===== src/rtl/pipe_pkg.sv =====
// rtl/pipe_pkg.sv - shared pipeline widths, function codes and ID/EX state type
//
// Widths of the decoded-instruction fields, the ID/EX register state
// encoding, the function codes this stage must recognise, and a helper
// that flags the multi-cycle multiply/divide operations.

package pipe_pkg;

    localparam int W_OPER = 6;
    localparam int W_FUNC = 6;
    localparam int W_DATA = 32;
    localparam int W_REGN = 5;

    typedef enum logic [1:0] {
        BUBBLE = 2'd0,
        LIVE   = 2'd1,
        MDWAIT = 2'd2,
        MDKILL = 2'd3
    } idex_state_t;

    localparam logic [W_FUNC-1:0] FUNC_NOP   = 6'h00;
    localparam logic [W_FUNC-1:0] FUNC_MULT  = 6'h18;
    localparam logic [W_FUNC-1:0] FUNC_MULTU = 6'h19;
    localparam logic [W_FUNC-1:0] FUNC_DIV   = 6'h1a;
    localparam logic [W_FUNC-1:0] FUNC_DIVU  = 6'h1b;
    localparam logic [W_FUNC-1:0] FUNC_ADD   = 6'h20;

    // Operations that run inside mulalu for more than one cycle.
    function automatic logic is_muldiv(input logic [W_FUNC-1:0] func);
        return (func == FUNC_MULT) || (func == FUNC_MULTU) ||
               (func == FUNC_DIV)  || (func == FUNC_DIVU);
    endfunction

endpackage


===== src/rtl/fwd_mux.sv =====
// rtl/fwd_mux.sv - three-way operand source select (MEM, WB, register file)
//
// Ports:
//   src              source register number being read
//   rf_data          register-file read value for src
//   mem_wreg/dst/data  result in flight in MEM
//   wb_wreg/dst/data   result in flight in WB
//   data             selected operand value
// MEM is younger than WB, so it takes priority. Register 0 is hard-wired
// and is never forwarded.

module fwd_mux
    import pipe_pkg::*;
(
    input  logic [W_REGN-1:0] src,
    input  logic [W_DATA-1:0] rf_data,
    input  logic              mem_wreg,
    input  logic [W_REGN-1:0] mem_dst,
    input  logic [W_DATA-1:0] mem_data,
    input  logic              wb_wreg,
    input  logic [W_REGN-1:0] wb_dst,
    input  logic [W_DATA-1:0] wb_data,
    output logic [W_DATA-1:0] data
);

    always_comb begin
        data = rf_data;
        if (src != '0) begin
            if (mem_wreg && (mem_dst == src)) begin
                data = mem_data;
            end else if (wb_wreg && (wb_dst == src)) begin
                data = wb_data;
            end
        end
    end

endmodule


===== src/rtl/idex_stage.sv =====
// rtl/idex_stage.sv - ID to EX pipeline register with forwarding and mul/div hold
//
// Ports:
//   clk, rst                    clock, asynchronous active-low reset
//   id_*                        decoded instruction and register-file reads
//   mem_*/wb_*                  forwarding sources
//   flush                       kill younger instructions
//   alu_stall, mem_stall        mulalu busy, EX/MEM register full
//   id_stall, reg_stall         hold requests to ID and to mulalu
//   ex_*                        registered instruction presented to EX
// A busy multiply/divide keeps its operands frozen; a flush arriving while
// it is busy only drops ex_valid (MDKILL) so mulalu still sees a clean end.

module idex_stage
    import pipe_pkg::*;
(
    input  logic              clk,
    input  logic              rst,
    input  logic              id_valid,
    input  logic [W_OPER-1:0] id_oper,
    input  logic [W_FUNC-1:0] id_func,
    input  logic [W_REGN-1:0] id_rs,
    input  logic [W_REGN-1:0] id_rt,
    input  logic [W_DATA-1:0] id_rs_data,
    input  logic [W_DATA-1:0] id_rt_data,
    input  logic [W_REGN-1:0] id_dst,
    input  logic              id_wreg,
    input  logic              mem_wreg,
    input  logic [W_REGN-1:0] mem_dst,
    input  logic [W_DATA-1:0] mem_data,
    input  logic              wb_wreg,
    input  logic [W_REGN-1:0] wb_dst,
    input  logic [W_DATA-1:0] wb_data,
    input  logic              flush,
    input  logic              alu_stall,
    input  logic              mem_stall,
    output logic              id_stall,
    output logic              reg_stall,
    output logic              ex_valid,
    output logic [W_OPER-1:0] ex_oper,
    output logic [W_FUNC-1:0] ex_func,
    output logic [W_DATA-1:0] ex_source_a,
    output logic [W_DATA-1:0] ex_source_b,
    output logic [W_REGN-1:0] ex_dst,
    output logic              ex_wreg
);

    idex_state_t       state;
    logic              hold;
    logic              wreg_q;
    logic [W_DATA-1:0] fwd_a;
    logic [W_DATA-1:0] fwd_b;

    assign hold      = alu_stall | mem_stall;
    assign id_stall  = hold;
    assign reg_stall = mem_stall;

    fwd_mux u_fwd_rs (
        .src      (id_rs),
        .rf_data  (id_rs_data),
        .mem_wreg (mem_wreg),
        .mem_dst  (mem_dst),
        .mem_data (mem_data),
        .wb_wreg  (wb_wreg),
        .wb_dst   (wb_dst),
        .wb_data  (wb_data),
        .data     (fwd_a)
    );

    fwd_mux u_fwd_rt (
        .src      (id_rt),
        .rf_data  (id_rt_data),
        .mem_wreg (mem_wreg),
        .mem_dst  (mem_dst),
        .mem_data (mem_data),
        .wb_wreg  (wb_wreg),
        .wb_dst   (wb_dst),
        .wb_data  (wb_data),
        .data     (fwd_b)
    );

    always_ff @(posedge clk or negedge rst) begin
        if (!rst) begin
            state       <= BUBBLE;
            ex_oper     <= '0;
            ex_func     <= FUNC_NOP;
            ex_source_a <= '0;
            ex_source_b <= '0;
            ex_dst      <= '0;
            wreg_q      <= 1'b0;
        end else if (!hold) begin
            // Free-running load; the slot becomes a bubble if ID is empty
            // or the instruction is being flushed.
            ex_oper     <= id_oper;
            ex_source_a <= fwd_a;
            ex_source_b <= fwd_b;
            ex_dst      <= id_dst;
            wreg_q      <= id_wreg;
            if (flush || !id_valid) begin
                state   <= BUBBLE;
                ex_func <= FUNC_NOP;
            end else begin
                state   <= LIVE;
                ex_func <= id_func;
            end
        end else begin
            case (state)
                LIVE: begin
                    if (is_muldiv(ex_func) && alu_stall) begin
                        // mulalu has started: keep func/operands, defer any flush.
                        state <= flush ? MDKILL : MDWAIT;
                    end else if (flush) begin
                        state   <= BUBBLE;
                        ex_func <= FUNC_NOP;
                    end
                end
                MDWAIT: begin
                    if (flush) begin
                        state <= MDKILL;
                    end
                end
                default: begin
                end
            endcase
        end
    end

    assign ex_valid = (state == LIVE) || (state == MDWAIT);
    assign ex_wreg  = wreg_q & ex_valid;

endmodule


===== config.mk =====
export PLATFORM = sky130hd
export DESIGN_NAME = idex_stage
export DESIGN_NICKNAME = d
export VERILOG_FILES = /design/src/rtl/pipe_pkg.sv /design/src/rtl/fwd_mux.sv /design/src/rtl/idex_stage.sv
export SDC_FILE = /design/constraint.sdc
export NUM_CORES = 1
export LEC_CHECK = 0
export ABC_CLOCK_PERIOD_IN_PS = 1170
export BUFFER_PORTS_ARGS = -buffer_cell sky130_fd_sc_hd__buf_2
export CELL_PAD_IN_SITES_DETAIL_PLACEMENT = 2
export CELL_PAD_IN_SITES_GLOBAL_PLACEMENT = 2
export CORE_MARGIN = 1.5
export CORE_UTILIZATION = 23
export DETAILED_ROUTE_END_ITERATION = 10
export PLACE_DENSITY = 0.76
export SYNTH_ARGS = -nofsm -noshare
export SYNTH_HDL_FRONTEND = slang
export SYNTH_HIERARCHICAL = 1
export SYNTH_SLANG_ARGS = --single-unit

===== constraint.sdc =====
create_clock -name clk -period 1.17 [get_ports clk]
set_input_delay 0.0585 -clock clk [delete_from_list [all_inputs] [get_ports clk]]
set_output_delay 0.0585 -clock clk [all_outputs]
set_load 0.02 [all_outputs]

# Yosys cells after proc, flatten, opt, wreduce, memory -nomap -nowiden
# Index checks and enable logic that the tools add are counted.
# totals
regBits	84
input_bits	174
# classes
n_bitwise	2
n_mux	18
reduce_logical	15
n_eq_ne	16
# op_table
op	count
32-bit 2-to-1 mux	6
6-bit 2-to-1 mux	5
6-bit by 5-bit == test with 1-bit output (second input constant)	4
5-bit == test	4
5-bit nonzero test	2
2-bit 2-to-1 mux	4
3-bit AND reduction	2
1-bit logical AND	5
1-bit logical OR	5
2-bit inequality test (second input constant)	2
4-bit inequality test (second input constant)	1
2-bit case mux with 2 select lines	1
3-bit by 1-bit inequality test with 1-bit output (second input constant)	1
3-bit inequality test (second input constant)	1
2-bit by 1-bit == test with 1-bit output (second input constant)	1
2-bit == test (second input constant)	1
1-bit 2-to-1 mux	2
2-bit by 1-bit inequality test with 1-bit output (second input constant)	1
1-bit AND	1
1-bit logical NOT	1
1-bit OR	1

# Longest topological paths before layout
# logic_depth
depth_word	8
depth_mapped	9
depth_no_buf	7

# Modules after synthesis
# The synthesis kept the hierarchy.
# modules_own_cells
mod	cells_each	seq_area_each_um2	instances	area_each_um2
idex_stage	356	2102.0	1	3238.1
fwd_mux	98	0.0	2	922.1

# Worst setup path before layout
# Ideal clock, no wire load.
# synth_path
path_type	input to register
startpoint	input id_rt[1]
endpoint	register ex_source_b[19]
required_time_ns	1.053
path_stages	9
n_path_buf	2
arrival_time_ns	1.327
path_slack_ns	-0.274
cell_sequence	xnor2_1 -> nand4_1 -> or3_1 -> buf_6 -> clkbuf_1 -> o22ai_1 -> a2bb2oi_2 -> nand2_1 -> nand2_1
# synth_between
elab_chain_len	5
word_cells_on_any_way	8
cone_classes	eq/ne: 2; mux: 3; reduce/logical: 3
# synth_rtl
item	line	rtl
from (decl)	idex_stage.sv:23	input logic [W_REGN-1:0] id_rt,
5-bit == test	fwd_mux.sv:31	end else if (wb_wreg && (wb_dst == src)) begin
1-bit logical AND	fwd_mux.sv:31	
32-bit 2-to-1 mux	fwd_mux.sv:31	
32-bit 2-to-1 mux	fwd_mux.sv:29	if (mem_wreg && (mem_dst == src)) begin
32-bit 2-to-1 mux (*)	fwd_mux.sv:28	if (src != '0) begin
named net fwd_b[19]	idex_stage.sv:52	logic [W_DATA-1:0] fwd_b;
to (signal assigned)	idex_stage.sv:96	ex_source_b <= fwd_b;
to (decl)	idex_stage.sv:43	output logic [W_DATA-1:0] ex_source_b,
# Mark *: on every way through the listed nets, which the timed path passes. The rest lies on a longest branch.
# A chain may end at the register's enable or synchronous reset.

# Final worst setup path
# layout_path
startpoint	input id_rs[1]
endpoint	register ex_source_a[27]
# layout_between
elab_chain_len	5
word_cells_on_any_way	8
cone_classes	eq/ne: 2; mux: 3; reduce/logical: 3
# layout_rtl
item	line	rtl
from (decl)	idex_stage.sv:22	input logic [W_REGN-1:0] id_rs,
5-bit == test	fwd_mux.sv:31	
1-bit logical AND	fwd_mux.sv:31	
32-bit 2-to-1 mux	fwd_mux.sv:31	
32-bit 2-to-1 mux	fwd_mux.sv:29	
32-bit 2-to-1 mux (*)	fwd_mux.sv:28	
named net fwd_a[27]	idex_stage.sv:51	logic [W_DATA-1:0] fwd_a;
to (signal assigned)	idex_stage.sv:95	ex_source_a <= fwd_a;
to (decl)	idex_stage.sv:42	output logic [W_DATA-1:0] ex_source_a,
# Marked as above.

==> results.md <==
* Num CTS Buffers at 9
* Area grow syn2layout at 74.35%
* Maxcap violations at 0
* Worst hold slack at ~0.031 ns
* Slew HR at 56.42%
* I/O pins at 259
* Nets at 1041
* Core ar. at 0.02176 sq mm
* Synth unique cells at 37
* Non-Filler Instances at about 1200
* Worst Setup SP: id_rs[1]
* Synth area leader: dfrtp_1
* Mapped Area at 0.005082 sq mm
* Layout cell share with drive strength beyond 1 at 57.01%
* Worst r2r src: state[0]$_DFFE_PN0P_
* Post-route ant nets at 0
* Fin crit period at 1.510 ns
* Final wirelength at between 20 and 30 mm
* Final setup fails at 74
* Hold crit path type: in2reg
* Row cnt at 54
* Die height at 151.7 um
* GRT Overall Usage at about a fifth
* Crit path capture type: flip-flop
* Sequential area share after synthesis at 41.36%
* Measured slew at the worst slew-check pin at approximately 0.65 ns
* Synth warnings at 6
* Yosys top cell area share at 41.36%
* DRC viols at 0
* Grt ovf at 0
* Required @ worst endpoint at 1.46 ns
* Total number of vias at approximately 5700
* Final setup TNS at -18.02 ns
* Initial antenna violation count at 3
* Cell Count Post-Placement at 1088
* Clock Skew at 0.004965 ns
* VDD IR max at about 0.59 mV
* R2r setup slk at -0.14 ns
* Via density per instance at 4.919
* Drt first pass iters at 4
* Leading cell type in the layout, fill and taps excluded: buf_2
* Most frequent cells in the layout: 244 x buf_2, 227 x nand2_1, 82 x dfrtp_1, 61 x a2bb2oi_2, 30 x o22ai_2
* Max Fanout on Critical Path at 8
* Largest net degree at the start of global routing at 48
* #FFs+latches synth at 84
* Final WS setup at -0.3396 ns
* Worst r2r path cells at 5
* Status: finished with violations
* Slew Viols, Final at 0
* Final period utilization at 129.0%
* Final hold vios at 0
* Die width at approximately 150 um
* # fillers at 2342
* Post-DP HPWL at 16.78 mm
* Worst-path clk slew at 0.07 ns
* FF-to-FF End: state[1]$_DFFE_PN0P_
* CTS tree: yes
* Leakage at 0.004287 uW
* Synth Instances at around 550
* Gpl congestion at slightly above 0.8
* Hold Path Cell Cnt at 4
* IO buf count at 258
* Die ar. at 0.02300 sq mm
* CTS Root Cell: clkbuf_16
* Clk Latency, worst-skew pair at 0.35 ns
* TritonCTS Sinks at 84
* Synth area leaders: dfrtp_1 41%, a2bb2oi_2 18%, nand2_1 17%, o22ai_1 7.9%, buf_6 1.8%
* Max Freq at 662.4 MHz
* Crit path kind: in2reg
* CP Launch Type: input port
* Syn_nets at 728
* Critical path arrival at 1.80 ns
* Hold Startpoint: id_rs_data[30]
* Mean Syn Cell Area at between 9 and 10 sq um
* Starting Density at between 20% and 30%
* Failing checks: negative setup slack
* First-pass GRT wire length at 36.13 mm
* Initial drt markers at 138
* Pwr/cell area at 1137 mW/mm^2
* Unrepaired setup endpoints after global routing: true
* Hold Crit Endpoint: ex_source_a[30]$_DFFE_PN0P_
* H-tree levels at 3
* DR WL/cell at between 20 and 25 um
* Vias in the first global route at 6201
* CTS max path bufs at 2
logic make-up (layout without fill, tap and decap cells):
kind of cell,count (synthesis),count (layout),synth area share [%]
and+or+nand+nor,253,253,19.97
AOI/OAI and AO/OA,143,143,29.57
DFF,84,84,41.36
buffers and inverters,49,367,4.973
xor gates and xnor gates,20,20,3.446
adders and majority gates,2,2,0.4923
muxes,1,1,0.1970
other,0,3,0
cell usage after synthesis:
library cell	n
a21boi_4	2
a21o_1	1
a21oi_1	1
a222oi_1	1
a22o_1	4
a2bb2oi_1	2
a2bb2oi_2	60
a32o_1	2
and2_0	2
buf_1	6
buf_2	4
buf_4	1
buf_6	8
clkbuf_1	24
dfrtp_1	84
ha_1	2
inv_1	5
inv_2	1
mux2i_1	1
nand2_1	233
nand2b_1	1
nand4_1	2
nand4b_1	1
nor2_1	4
nor2_2	1
nor2b_1	2
nor3_1	2
nor3b_4	1
nor4_2	2
o21bai_1	1
o22a_1	1
o22ai_1	64
o2bb2a_1	2
o311ai_2	2
or3_1	2
xnor2_1	10
xor2_1	10
area by class of cell:
cell class	instances	area [sq um]	share of cell area [%]
antenna	3	7.507	0.08472
tap	280	350.3	3.954
timing repair buffer	345	2584	29.16
sequential	84	2105	23.75
multi-input combinational	419	3482	39.30
clock buffer	10	239.0	2.697
clock inverter	6	71.32	0.8049
inverter	6	22.52	0.2542
metrics by stage:
stage	worst slack, ns	cell area, sq um	total power [uW]	util (%)
after floorplan	-0.2526	5139	5025	-
after CTS	-0.2697	8053	9953	37.01
after global routing	-0.4094	8859	10600	40.72
after global placement	-0.6842	7086	6320	32.57
final	-0.3396	8861	10080	40.73
after detailed placement	-0.7084	7086	6417	32.57
critical path, stage by stage:
cell and delay [ns]:
buf_8 0.11, xnor2_2 0.20, nand4_1 0.20, buf_4 0.20, o311ai_4 0.28, buf_4 0.19
buf_6 0.13, o22ai_1 0.13, a2bb2oi_2 0.18, nand2_1 0.07, nand2_1 0.06
metal layers:
metal	routed length, um	track usage, %	vias up
met5	0	0	-
met3	1794	5.509	36
met2	14000	38.26	221
met4	554	6.779	0
li1	-	-	2568
met1	10790	24.28	2847
state kept, by name, summed over array words and instances (netlist names):
name         count
ex_dst           5
ex_oper          6
wreg_q           1
ex_func          6
ex_source_a     32
state            2
ex_source_b     32
how the worst max path moves through the flow:
stage | slack, ns | to | depth (start not counted)
after detailed placement | -0.71 | ex_source_a[30]$_DFFE_PN0P_ | 9
after global placement | -0.68 | ex_source_b[3]$_DFFE_PN0P_ | 9
final | -0.34 | ex_source_a[27]$_DFFE_PN0P_ | 11
after floorplan | -0.25 | ex_source_a[4]$_DFFE_PN0P_ | 9
after CTS | -0.27 | ex_source_a[30]$_DFFE_PN0P_ | 10
after global routing | -0.41 | ex_source_a[27]$_DFFE_PN0P_ | 12
power by group:
group	total, uW	internal (uW)	switching, uW
clock	3110	1730	1380
combinational	3420	1520	1910
sequential	3540	3300	243
what timing repair did:
item,CTS,global route
cloned,4,10
setup endpoints to repair,74,74
pin swaps,13,40
setup buffers,9,8
resized for setup,71,97
endpoints found under the hold margin,102,0
hold buffers,19,0
Power figures use the tool's default switching activity.
